===== src/rtl/mem_stage.sv =====
// Memory-access stage: drives the data-memory handshake, stalls upstream while
// an access is outstanding, and registers the write-back / branch results.
module mem_stage #(
  parameter int WORD_SIZE = 16,
  parameter int MAX_WAIT  = 8
) (
  input  logic                 clk,
  input  logic                 reset_n,
  input  logic [WORD_SIZE-1:0] ALU_Result_in,
  input  logic [WORD_SIZE-1:0] r_data1_in,
  input  logic [WORD_SIZE-1:0] r_data2_in,
  input  logic [1:0]           rd_in,
  input  logic                 MemRead_in,
  input  logic                 MemWrite_in,
  input  logic                 RegWrite_in,
  input  logic                 MemtoReg_in,
  input  logic                 is_wwd_in,
  input  logic                 B_OP_in,
  input  logic                 B_cond_in,
  input  logic [WORD_SIZE-1:0] target_address_in,
  output logic                 d_readM,
  output logic                 d_writeM,
  output logic [WORD_SIZE-1:0] d_address,
  output logic [WORD_SIZE-1:0] d_wdata,
  input  logic [WORD_SIZE-1:0] d_rdata,
  input  logic                 d_ready,
  output logic                 mem_stall,
  output logic [WORD_SIZE-1:0] wb_data_out,
  output logic [1:0]           rd_out,
  output logic                 RegWrite_out,
  output logic                 is_wwd_out,
  output logic [WORD_SIZE-1:0] wwd_data_out,
  output logic                 branch_taken,
  output logic [WORD_SIZE-1:0] branch_target,
  output logic                 mem_error
);

  typedef enum logic {IDLE, ACCESS} state_t;

  state_t                 state_q;
  logic [7:0]             cnt_q, cnt_d;
  logic [1:0]             rd_q;
  logic                   regwrite_q, memtoreg_q, is_wwd_q;
  logic [WORD_SIZE-1:0]   wwd_q;
  logic                   mem_op, timeout;

  assign mem_op  = MemRead_in | MemWrite_in;
  assign timeout = (state_q == ACCESS) && !d_ready && (cnt_q == 8'(MAX_WAIT - 1));
  assign cnt_d   = (state_q == IDLE) ? 8'd0 : cnt_q + 8'd1;

  // Upstream holds only while an access is still pending; the completing
  // (ready or abandoned) cycle lets the next instruction advance.
  always_comb begin
    mem_stall = 1'b0;
    if (!reset_n) begin
      if (state_q == IDLE) mem_stall = mem_op;
      else                 mem_stall = !d_ready && !timeout;
    end
  end

  always_ff @(posedge clk) begin
    if (reset_n) begin
      state_q       <= IDLE;
      cnt_q         <= 8'd0;
      rd_q          <= 2'd0;
      regwrite_q    <= 1'b0;
      memtoreg_q    <= 1'b0;
      is_wwd_q      <= 1'b0;
      d_readM       <= 1'b0;
      d_writeM      <= 1'b0;
      d_address     <= '0;
      d_wdata       <= '0;
      wb_data_out   <= '0;
      rd_out        <= 2'd0;
      RegWrite_out  <= 1'b0;
      is_wwd_out    <= 1'b0;
      wwd_data_out  <= '0;
      branch_taken  <= 1'b0;
      branch_target <= '0;
      mem_error     <= 1'b0;
    end else begin
      case (state_q)
        IDLE: begin
          if (mem_op) begin
            d_address    <= ALU_Result_in;
            d_wdata      <= r_data2_in;
            rd_q         <= rd_in;
            regwrite_q   <= RegWrite_in;
            memtoreg_q   <= MemtoReg_in;
            is_wwd_q     <= is_wwd_in;
            wwd_q        <= r_data1_in;
            d_writeM     <= MemWrite_in;
            d_readM      <= MemRead_in & ~MemWrite_in;
            cnt_q        <= cnt_d;
            state_q      <= ACCESS;
            RegWrite_out <= 1'b0;
            is_wwd_out   <= 1'b0;
            branch_taken <= 1'b0;
          end else begin
            wb_data_out   <= ALU_Result_in;
            rd_out        <= rd_in;
            RegWrite_out  <= RegWrite_in;
            is_wwd_out    <= is_wwd_in;
            wwd_data_out  <= r_data1_in;
            branch_taken  <= B_OP_in & B_cond_in;
            branch_target <= target_address_in;
          end
        end
        ACCESS: begin
          if (d_ready) begin
            wb_data_out  <= memtoreg_q ? d_rdata : d_address;
            rd_out       <= rd_q;
            RegWrite_out <= regwrite_q;
            is_wwd_out   <= is_wwd_q;
            wwd_data_out <= wwd_q;
            branch_taken <= 1'b0;
            d_readM      <= 1'b0;
            d_writeM     <= 1'b0;
            state_q      <= IDLE;
          end else if (timeout) begin
            // Abandoned access: the instruction retires as a bubble.
            mem_error    <= 1'b1;
            d_readM      <= 1'b0;
            d_writeM     <= 1'b0;
            RegWrite_out <= 1'b0;
            is_wwd_out   <= 1'b0;
            branch_taken <= 1'b0;
            state_q      <= IDLE;
          end else begin
            cnt_q        <= cnt_d;
            RegWrite_out <= 1'b0;
            is_wwd_out   <= 1'b0;
            branch_taken <= 1'b0;
          end
        end
        default: state_q <= IDLE;
      endcase
    end
  end

endmodule


===== config.mk =====
export PLATFORM = sky130hd
export DESIGN_NAME = mem_stage
export DESIGN_NICKNAME = d
export VERILOG_FILES = /design/src/rtl/mem_stage.sv
export SDC_FILE = /design/constraint.sdc
export NUM_CORES = 1
export LEC_CHECK = 0
export CAP_MARGIN = 5
export CORE_MARGIN = 5
export CORE_UTILIZATION = 49
export CTS_BUF_LIST = sky130_fd_sc_hd__clkbuf_8
export DETAILED_ROUTE_END_ITERATION = 12
export PLACE_DENSITY = 0.89
export SETUP_SLACK_MARGIN = 0.2
export SYNTH_ARGS = -nofsm -noshare
export SYNTH_HDL_FRONTEND = slang
export SYNTH_SLANG_ARGS = --single-unit

===== constraint.sdc =====
create_clock -name clk -period 3.5 [get_ports clk]
set_input_delay 0.525 -clock clk [delete_from_list [all_inputs] [get_ports clk]]
set_output_delay 0.525 -clock clk [all_outputs]
set_load 0.02 [all_outputs]

# Yosys cells after proc, flatten, opt, wreduce, memory -nomap -nowiden
# Cells that the tools add are included.
# word_totals
ff_bits	118
output_inout_bits	89
wordCells	82
# op_classes
addsub	1
eq_ne	7
mux	35
n_bitwise	8
n_reduce_logical	12
# ops
operator	n
$mux 16	5
$pmux 16 s2	2
$mux 8	4
$pmux 8 s2	1
$mux 1	14
$pmux 1 s2	6
$ne 2x2->1 const B	5
$reduce_and 3->1	3
$add 8x1->8 const B	1
$eq 8x3->1 const B	1
$reduce_and 2->1	4
$not 1->1	5
$mux 2	2
$pmux 2 s2	1
$logic_and 1x1->1	3
$ne 3x2->1 const B	1
$and 1x1->1	2
$logic_not 1->1	2
$or 1x1->1	1

# Depth between registers and ports, before layout
# Gate-level depths: netlist of the first run.
# depth
depth_word	7
depth_mapped	7
ltp_nobuf	5

# Least setup slack after synthesis of the first run
# Ideal clock, no wire load.
# synth_path
path_kind	input-to-reg
startpoint	input port reset_n
endpoint	register wwd_q[0], enable pin
setup_time_ps	388
arrival_ps	1615
t_required_ps	3112
setup_slack_ps	1496
path_stages	3
path_buffers	2
path_cell_list	clkbuf_1 clkbuf_1 nor2_1
# synth_via
elab_chain_cells	2
# synth_rtl
item	line	text
from (decl)	8	input logic reset_n,
$not 1->1 (no source line)	n/a	
$reduce_and 3->1 (no source line)	n/a	
to (signal assigned)	91	wwd_q <= r_data1_in;
to (decl)	44	logic [WORD_SIZE-1:0] wwd_q;
# No other way between the ends.
# A chain may end at the register's enable or synchronous reset.

# Worst setup path after layout of the first run
# layout_path
startpoint	register cnt_q[3]
endpoint	output port mem_stall
# layout_via
elab_chain_cells	6
# layout_rtl
item	line	text
from (decl)	41	logic [7:0] cnt_q, cnt_d;
from (signal assigned)	94	cnt_q <= cnt_d;
from (signal assigned)	130	cnt_q <= cnt_d;
$eq 8x3->1	48	assign timeout = (state_q == ACCESS) && !d_ready && (cnt_q == 8'(MAX_WAIT - 1));
$logic_and 1x1->1	48	
$logic_not 1->1	57	else mem_stall = !d_ready && !timeout;
$logic_and 1x1->1	57	
$mux 1	56	if (state_q == IDLE) mem_stall = mem_op;
$mux 1	55	if (!reset_n) begin
to (decl)	27	output logic mem_stall,
# No other way between the ends.

==> summary.md, run 1 <==
| Metric | Value |
|---|---|
| Slew Limit Headroom | `0.402` |
| Layout cell share with drive strength beyond 1 | `0.0941` |
| CTS tree | `done` |
| Final net count | `760` |
| Max Cap Viol | `0` |
| CTS Sinks | `118` |
| TritonCTS Buffers | `17` |
| ANT cells | `0` |
| Routed vias | `4196` |
| Post-DP HPWL | `9.33 mm` |
| Die area | `11500 sq um` |
| Final min period | `2970 ps` |
| Overflow after GRT | `0` |
| DP Cell Count | `777` |
| Die Width | `107 um` |
| Vias per inst | `5.19` |
| Endpoints failing hold | `0` |
| CTS Buffer Depth | `2` |
| Cts repair resizes | `0` |
| DRT iter0 DRCs | `205` |
| GPL Wtd Cong | `0.877` |
| Worst Path Max Fanout | `12` |
| Syn nets | `591` |
| Final Max Tran Viols | `0` |
| Htree depth | `4` |
| WP data arrival | `2440 ps` |
| Clock latency on the worst-skew pair | `420 ps` |
| CP Launch Type | `flip-flop` |
| Final routed DRC violation total | `0` |
| Drt pass-1 iters | `4` |
| Starting Density | `0.501` |
| Hold Path Class | `flip-flop to flip-flop` |
| Sw Share | `0.287` |
| Clk pin slew, worst setup/hold paths | `80 ps` |
| Area Growth Syn to Fin | `48.7%` |
| Num ports | `181` |
| Mapped cell area | `4630 sq um` |
| Maximum achievable frequency | `337 MHz` |
| Worst path required time | `2970 ps` |
| Commonest non-fill, non-tap cell in the layout | `clkdlybuf4s50_1` |
| Pin count of the biggest net entering global routing | `64` |
| Worst-margin pin slew | `896 ps` |
| Net Sw Power | `984 uW` |
| Core area | `9240 sq um` |
| First-pass GRT wire length | `21.3 mm` |
| Vias in the first global route | `4393` |
| Die H | `107 um` |
| Total Routing Usage GR | `0.233` |
| Main synth FF type | `dfxtp_1` |
| Ys Warns | `0` |
| IO Port Bufs | `180` |
| Clk_skew | `10.6 ps` |
| Leak pwr | `2.51 nW` |
| Comb pwr share | `0.200` |
| Cells after synthesis | `498` |
| Int Pwr | `2.44 mW` |
| Post-synthesis average cell area | `9.29 sq um` |
| Cell area power density | `498 nW/um^2` |
| Final wirelength | `13.2 mm` |
| Clock Power Share | `0.353` |
| Async S/R FF share, synth | `0` |
| Status | `finished clean` |
| Period utilization | `0.848` |
| Sequential fraction of the synthesis area | `0.545` |
| Most frequent cells in the layout | `clkdlybuf4s50_1, nand2_1, dfxtp_1` |
| Sequential power share | `0.447` |
| Clock root cell | `clkbuf_8` |
| Rows | `35` |
| Post-DR wirelength/cell | `16.3 um` |
| CP Class | `flip-flop to output port` |
| Antenna violations before repair | `0` |
| Post-synth EDFFs | `16` |
| Hold_buf cts | `0` |
| ANT nets after route | `0` |
| Yosys reg bits | `118` |
| # setup viols final | `0` |
| Yosys cell types | `36` |
| VDD IR max | `0.264 mV` |
| Setup_tns | `0 ps` |
| RSZ-0062 raised after global routing | `no` |
| Setup bufs post-CTS | `0` |
| Worst setup EP type | `output port` |
| Fin cells | `809` |
-- power by group through the flow --
stage               Clock [mW]  Sequential [mW]  Combinational [mW]
finish                    1.21             1.53               0.685
global route              1.30             1.54               0.739
CTS                       1.24             1.53               0.688
detailed placement           0             1.56               0.684
global placement             0             1.56               0.669
floorplan                    0             1.65               0.259
-- layer usage --
layer | wire length [um] | GRT usage | vias to the layer above | part of all wire
li1 | - | - | 2076 | -
met1 | 5120 | 0.251 | 1957 | 0.39
met2 | 6700 | 0.414 | 144 | 0.51
met3 | 1120 | 0.0813 | 19 | 0.085
met4 | 263 | 0.0922 | 0 | 0.020
met5 | 0 | 0 | - | 0
-- sequential cells by signal (all words and copies together), names as in the netlist --
signal / flops
RegWrite_out: 1
branch_taken: 1
branch_target: 16
cnt_q: 8
d_address: 16
d_readM: 1
d_wdata: 16
d_writeM: 1
is_wwd_out: 1
is_wwd_q: 1
mem_error: 1
memtoreg_q: 1
rd_out: 2
rd_q: 2
regwrite_q: 1
state_q: 1
wb_data_out: 16
wwd_data_out: 16
wwd_q: 16
-- critical path, stage by stage, from the launching register on --
cell             delay [ps]
dfxtp_1                 350
or4_4                   560
o31ai_4                 420
a21oi_1                 130
clkdlybuf4s50_1         570
-- cells in the mapped netlist (2+ instances only) --
cell type  count  share of area
nand2b_1       3         0.0041
mux2_2        14          0.034
a211oi_1      32          0.052
nor2_1        45          0.037
buf_2         14          0.015
or3_1          3         0.0041
o21ai_1        4         0.0043
a21oi_2        2         0.0038
dfxtp_1      102           0.44
xor2_1         2         0.0038
a32oi_1        2         0.0038
nand3_1        3         0.0032
mux2i_1       22          0.048
o31ai_1        2         0.0032
a22oi_1       14          0.023
clkbuf_1      21          0.017
or4_1          2         0.0032
nor3_1         2         0.0022
nand2_1      113          0.092
edfxtp_1      16           0.10
a21oi_1       64          0.069
buf_4          2         0.0032
-- worst paths after layout --
kind                            slack [ps]               to   startpoint  depth (start not counted)
worst min register to register         460      d_wdata[12]  d_wdata[12]                          2
worst max-delay path                   530        mem_stall     cnt_q[3]                          4
worst max register to register        1180  wwd_data_out[6]      state_q                          6
worst min-delay path                   460      d_wdata[12]  d_wdata[12]                          2
-- stage by stage --
stage	hold slack, ps	utilization	power, mW	worst slack, ps	cell area [sq um]
final	456	0.745	3.43	531	6880
after global routing	478	0.745	3.58	385	6880
after CTS	458	0.745	3.46	502	6880
after detailed placement	449	0.702	2.25	597	6490
after global placement	441	0.702	2.22	613	6490
after floorplan	436	-	1.91	1500	4630
-- cell families after synthesis --
family	Yosys count	share of synthesized area
simple gates	177	0.156
compound gates	125	0.172
flops	118	0.545
buf+inv	39	0.0387
mux	36	0.0817
xor+xnor	2	0.00379
fa+ha+maj	1	0.00270
-- layout make-up --
cell class                      count  area (sq um)
Clock buffer                       17           234
Multi-Input combinational cell    341          1940
Inverter                            1          3.75
Tap cell                          129           161
Sequential cell                   118          2520
Clock inverter                     15           158
Timing Repair Buffer              188          1860
Fill cell                         623          2360
No activity file was read; power rests on OpenSTA's default activity.
==> inputs of run 2 (changes only) <==
CORE_UTILIZATION = 45   (was 49)
PLACE_DENSITY = 0.82   (was 0.89)
clock period = 3 ns   (was 3.5 ns; I/O delays follow)
==> summary.md, run 2 (same netlist as run 1, synthesis figures left out) <==
| Metric | Value |
|---|---|
| Status | `finished clean (unchanged)` |
| DRT iter0 DRCs | `235 (was 205)` |
| CP Class | `flip-flop to output port (unchanged)` |
| Fin cells | `817 (was 809)` |
| Drt pass-1 iters | `5 (was 4)` |
| WP data arrival | `2240 ps (was 2440 ps)` |
| First-pass GRT wire length | `20.5 mm (was 21.3 mm)` |
| Period utilization | `0.896` |
| CP Launch Type | `flip-flop (unchanged)` |
| Slowest cell on crit path | `or4_4 (was clkdlybuf4s50_1)` |
| Max stage delay on crit path | `570 ps (about the same)` |
| # setup viols final | `0 (unchanged)` |
| Worst path required time | `2550 ps (was 2970 ps)` |
| Post-DP HPWL | `8.90 mm (was 9.33 mm)` |
| Rows | `37 (was 35)` |
| ANT nets after route | `0 (unchanged)` |
| Overflow after GRT | `0 (unchanged)` |
| Commonest non-fill, non-tap cell in the layout | `clkdlybuf4s50_1 (unchanged)` |
| Most frequent cells in the layout | `clkdlybuf4s50_1, nand2_1, dfxtp_1 (unchanged)` |
| Maximum achievable frequency | `372 MHz` |
| Core area | `10200 sq um (was 9240 sq um)` |
| Worst-margin pin slew | `1030 ps (was 896 ps)` |
| Total Routing Usage GR | `0.203 (was 0.233)` |
| Starting Density | `0.454 (was 0.501)` |
| Die Width | `111 um (was 107 um)` |
| Clock latency on the worst-skew pair | `430 ps (was 420 ps)` |
| Post-DR wirelength/cell | `15.6 um (was 16.3 um)` |
| TritonCTS Buffers | `17 (unchanged)` |
| Final Max Tran Viols | `0 (unchanged)` |
| R2R depth | `5 (was 6)` |
| Met1 Track Usage GR | `0.222 (was 0.251)` |
| Worst r2r src | `state_q (unchanged)` |
| Final wirelength | `12.7 mm (was 13.2 mm)` |
| Cell area power density | `580 nW/um^2 (was 498 nW/um^2)` |
| Crit path from | `cnt_q[3] (unchanged)` |
| Setup slack after layout | `311 ps (was 531 ps)` |
| DP Cell Count | `784 (was 777)` |
| Antenna violations before repair | `0 (unchanged)` |
| Vias in the first global route | `4208 (was 4393)` |
| Slew Limit Headroom | `0.315 (was 0.402)` |
| Die area | `12400 sq um (was 11500 sq um)` |
| ANT cells | `0 (unchanged)` |
| Layout cell share with drive strength beyond 1 | `0.0940 (was 0.0941)` |
| GR peak layer | `met2 (unchanged)` |
| CTS tree | `done (unchanged)` |
| Die H | `111 um (was 107 um)` |
| Htree depth | `4 (unchanged)` |
| IO Port Bufs | `180 (unchanged)` |
| CTS Sinks | `118 (unchanged)` |
| Dpl ws | `246 ps (was 597 ps)` |
| Routed vias | `4166 (was 4196)` |
| Endpoints failing hold | `0 (unchanged)` |
| Setup_tns | `0 ps (unchanged)` |
| Leak pwr | `2.54 nW (was 2.51 nW)` |
| VDD IR max | `0.310 mV (was 0.264 mV)` |
| Hold_buf cts | `0 (unchanged)` |
| Num ports | `181 (unchanged)` |
| Vias per inst | `5.10 (was 5.19)` |
| Total power | `4.01 mW (was 3.43 mW)` |
| Final min period | `2690 ps` |
| Clk_skew | `10.0 ps (was 10.6 ps)` |
| Worst R2R End | `wwd_q[3] (was wwd_data_out[6])` |
| Clock root cell | `clkbuf_8 (unchanged)` |
| GPL Wtd Cong | `0.830 (was 0.877)` |
| Worst Path Max Fanout | `6 (was 12)` |
| Max Cap Viol | `0 (unchanged)` |
| Crit-path cells | `or4_4 -> o31ai_4 -> a21oi_1 -> clkdlybuf4s50_1 (unchanged)` |
| Hold Path Class | `input port to flip-flop (was flip-flop to flip-flop)` |
| Final routed DRC violation total | `0 (unchanged)` |
| Clk pin slew, worst setup/hold paths | `70 ps (was 80 ps)` |
| Flop2flop setup slack | `880 ps (was 1180 ps)` |
| CTS Buffer Depth | `2 (unchanged)` |
| M2 GR Usage | `0.351 (was 0.414)` |
| Worst Setup EP | `mem_stall (unchanged)` |
| RSZ-0062 raised after global routing | `no (unchanged)` |
| Area Growth Syn to Fin | `49.2% (was 48.7%)` |
| Pin count of the biggest net entering global routing | `98 (was 64)` |
| GR Util met3 | `0.0793 (was 0.0813)` |
| Worst setup EP type | `output port (unchanged)` |
| Final net count | `761 (was 760)` |
-- run 2: cell types whose count changed in the layout (fill, tap and decap cells not counted), sizes merged --
| cell | delta |
|---|---|
| clkbuf | +4 |
| clkinvlp | -2 |
| inv | -2 |
| buf | +1 |
-- run 2: area by class of cell --
| cell class | count | area (sq um) |
|---|---|---|
| clock inverter | 11 | 108 |
| fill | 813 | 3280 |
| sequential | 118 | 2520 |
| clock buffer | 21 | 289 |
| inverter | 1 | 3.75 |
| multi-input combinational | 341 | 1940 |
| timing repair buffer | 189 | 1870 |
| tap | 136 | 170 |
-- run 2: how the worst min path moves through the flow --
stage / cells after the start / slack [ps] / endpoint / startpoint
after floorplan: 2 / 440 / rd_q[0] / rd_q[0]
after global placement: 2 / 440 / d_wdata[5] / d_wdata[5]
after detailed placement: 2 / 450 / d_wdata[10] / d_wdata[10]
after CTS: 2 / 370 / wwd_q[12] / reset_n
after global routing: 2 / 370 / wwd_q[14] / reset_n
final: 2 / 380 / wwd_q[12] / reset_n
-- run 2: critical path: cells and delay by family, from the launching register on --
| family | cells | cell delay [ps] |
|---|---|---|
| flops | 1 | 350 |
| simple gates | 1 | 570 |
| compound gates | 2 | 360 |
| buf+inv | 1 | 540 |
-- run 2: power by group --
| part | internal, mW | switching [mW] |
|---|---|---|
| Clock | 0.813 | 0.614 |
| Sequential | 1.72 | 0.0656 |
| Combinational | 0.392 | 0.402 |
| Total | 2.92 | 1.08 |
-- run 2: layer usage --
metal / up-vias / wire, um
met4: 0 / 240
li1: 2071 / -
met2: 142 / 6390
met1: 1935 / 5050
met3: 18 / 1040
met5: - / 0
-- run 2: repair_timing --
item | CTS | global route
gates resized for setup | 0 | 0
buffers inserted | 1 | 0
setup endpoints to repair | 1 | 0
-- run 2: stage by stage --
stage	util	instance area, sq um	hold slack [ps]
after floorplan	-	4630	436
after global placement	0.638	6500	441
after detailed placement	0.638	6500	447
after CTS	0.678	6900	367
after global routing	0.678	6900	371
final	0.678	6900	385
==> inputs of run 3 (changes only) <==
SETUP_SLACK_MARGIN = 0.3   (was 0.2)
SKIP_LAST_GASP = 1   (was default)
==> summary.md, run 3 (same netlist as run 1, synthesis figures left out) <==
| Metric | Value |
|---|---|
| Comb pwr share | `0.198 (about the same)` |
| Worst R2R End | `wwd_q[3] (unchanged)` |
| Worst r2r src | `state_q (unchanged)` |
| Post-route cell area | `6900 sq um (about the same)` |
| Most frequent cells in the layout | `clkdlybuf4s50_1, nand2_1, dfxtp_1 (unchanged)` |
| Total Routing Usage GR | `0.203 (unchanged)` |
| Htree depth | `4 (unchanged)` |
| Final min period | `2470 ps (was 2690 ps)` |
| Dpl ws | `246 ps (unchanged)` |
| Core area | `10200 sq um (unchanged)` |
| Die area | `12400 sq um (unchanged)` |
| Slew Limit Headroom | `0.315 (about the same)` |
| Net Sw Power | `1.08 mW (about the same)` |
| Status | `finished clean (unchanged)` |
| Hold Crit Start | `reset_n (unchanged)` |
| Num ports | `181 (unchanged)` |
| Vias per inst | `5.10 (about the same)` |
| Hold Path Class | `input port to flip-flop (unchanged)` |
| TritonCTS Buffers | `17 (unchanged)` |
| Sw Share | `0.270 (about the same)` |
| Worst-margin pin slew | `1030 ps (about the same)` |
| Post-DP HPWL | `8.90 mm (unchanged)` |
| CP Class | `flip-flop to output port (unchanged)` |
| Drt pass-1 iters | `5 (unchanged)` |
| Int Pwr | `2.92 mW (about the same)` |
| Multi-input logic area | `1940 sq um (unchanged)` |
| Crit path from | `cnt_q[3] (unchanged)` |
| Clk_skew | `10.0 ps (unchanged)` |
| GPL Wtd Cong | `0.830 (unchanged)` |
| Final wirelength | `12.7 mm (about the same)` |
| Pin count of the biggest net entering global routing | `98 (unchanged)` |
| Sequential power share | `0.446 (about the same)` |
| Commonest non-fill, non-tap cell in the layout | `clkdlybuf4s50_1 (unchanged)` |
| Overflow after GRT | `0 (unchanged)` |
| Worst path required time | `2550 ps (about the same)` |
| Clk pin slew, worst setup/hold paths | `70 ps (about the same)` |
| # setup viols final | `0 (unchanged)` |
| Rows | `37 (unchanged)` |
| Worst Path Max Fanout | `6 (unchanged)` |
| R2R depth | `5 (unchanged)` |
| Starting Density | `0.454 (unchanged)` |
| ANT nets after route | `0 (unchanged)` |
| Maximum achievable frequency | `405 MHz (was 372 MHz)` |
| Final net count | `761 (unchanged)` |
| Vias in the first global route | `4208 (unchanged)` |
| CTS Sinks | `118 (unchanged)` |
| Flop2flop setup slack | `880 ps (about the same)` |
| Final Max Tran Viols | `0 (unchanged)` |
| Worst setup EP type | `output port (unchanged)` |
| IO Port Bufs | `180 (unchanged)` |
| Die H | `111 um (unchanged)` |
| Register area | `2520 sq um (unchanged)` |
| DP Cell Count | `784 (unchanged)` |
| Area after DPL | `6500 sq um (unchanged)` |
| Setup slack after layout | `532 ps (was 311 ps)` |
| VDD IR max | `0.310 mV (about the same)` |
| Die Width | `111 um (unchanged)` |
| Clock latency on the worst-skew pair | `430 ps (about the same)` |
| DRT iter0 DRCs | `235 (unchanged)` |
| Final routed DRC violation total | `0 (unchanged)` |
| ANT cells | `0 (unchanged)` |
| CP Launch Type | `flip-flop (unchanged)` |
| Layout cell share with drive strength beyond 1 | `0.0940 (unchanged)` |
| Filler Cell Count | `814 (was 813)` |
| First-pass GRT wire length | `20.5 mm (unchanged)` |
| Area Growth Syn to Fin | `49.1% (was 49.2%)` |
| CTS tree | `done (unchanged)` |
| CTS Buffer Depth | `2 (unchanged)` |
| Antenna violations before repair | `0 (unchanged)` |
| Fin cells | `817 (unchanged)` |
| Period utilization | `0.823 (was 0.896)` |
| WP data arrival | `2020 ps (was 2240 ps)` |
| Endpoints failing hold | `0 (unchanged)` |
| Post-DR wirelength/cell | `15.6 um (about the same)` |
| Routed vias | `4163 (was 4166)` |
| Clock Power Share | `0.356 (about the same)` |
| Worst Setup EP | `mem_stall (unchanged)` |
| Setup_tns | `0 ps (unchanged)` |
| RSZ-0062 raised after global routing | `no (unchanged)` |
| Leak pwr | `2.54 nW (about the same)` |
| Max Cap Viol | `0 (unchanged)` |
| Clock root cell | `clkbuf_8 (unchanged)` |
| Cell area power density | `580 nW/um^2 (about the same)` |
| Total power | `4.00 mW (was 4.01 mW)` |
-- run 3: changes by cell type in the layout (fill, tap and decap cells not counted), sizes merged --
cell           previous run  this run
dlygate4sd2               0         1
clkdlybuf4s50           179       178
-- run 3: area by class of cell --
type                            instances  share of cell area
Timing Repair Buffer                  189               0.270
Clock buffer                           21              0.0419
Clock inverter                         11              0.0156
Inverter                                1            0.000544
Multi-Input combinational cell        341               0.281
Sequential cell                       118               0.366
Tap cell                              136              0.0247
-- run 3: through the flow --
stage,hold WS [ps],util
2_1_floorplan,436,-
3_3_place_gp,441,0.638
3_5_place_dp,447,0.638
4_1_cts,367,0.678
5_1_grt,371,0.678
6_report,385,0.678
-- run 3: how the worst min path moves through the flow --
stage | end | cells after the start | slack [ps]
CTS | wwd_q[12] | 2 | 370
detailed placement | d_wdata[10] | 2 | 450
global route | wwd_q[14] | 2 | 370
global placement | d_wdata[5] | 2 | 440
finish | wwd_q[12] | 2 | 380
floorplan | rd_q[0] | 2 | 440
-- run 3: critical path: stages, from the launching register on --
cell	delay, ps
dfxtp_1	350
or4_4	570
o31ai_4	260
a21oi_1	100
dlygate4sd2_1	320
-- run 3: repair_timing --
| action | 4_1_cts | 5_1_grt |
|---|---|---|
| hold buffers | 0 | 0 |
| buffers inserted | 1 | 0 |
| setup endpoints to repair | 1 | 0 |
| gates resized for setup | 1 | 0 |
-- run 3: layer usage --
metal,up-vias,share of wire,GRT usage
met5,-,0,0
li1,2071,-,-
met2,140,0.50,0.351
met1,1934,0.40,0.222
met3,18,0.082,0.0793
met4,0,0.019,0.0892
-- run 3: power groups by stage --
| stage | Sequential [mW] | Clock, mW | Combinational [mW] |
|---|---|---|---|
| after detailed placement | 1.82 | 0 | 0.798 |
| final | 1.78 | 1.43 | 0.793 |
| after floorplan | 1.92 | 0 | 0.302 |
| after global placement | 1.81 | 0 | 0.784 |
| after global routing | 1.80 | 1.53 | 0.857 |
| after CTS | 1.79 | 1.45 | 0.803 |
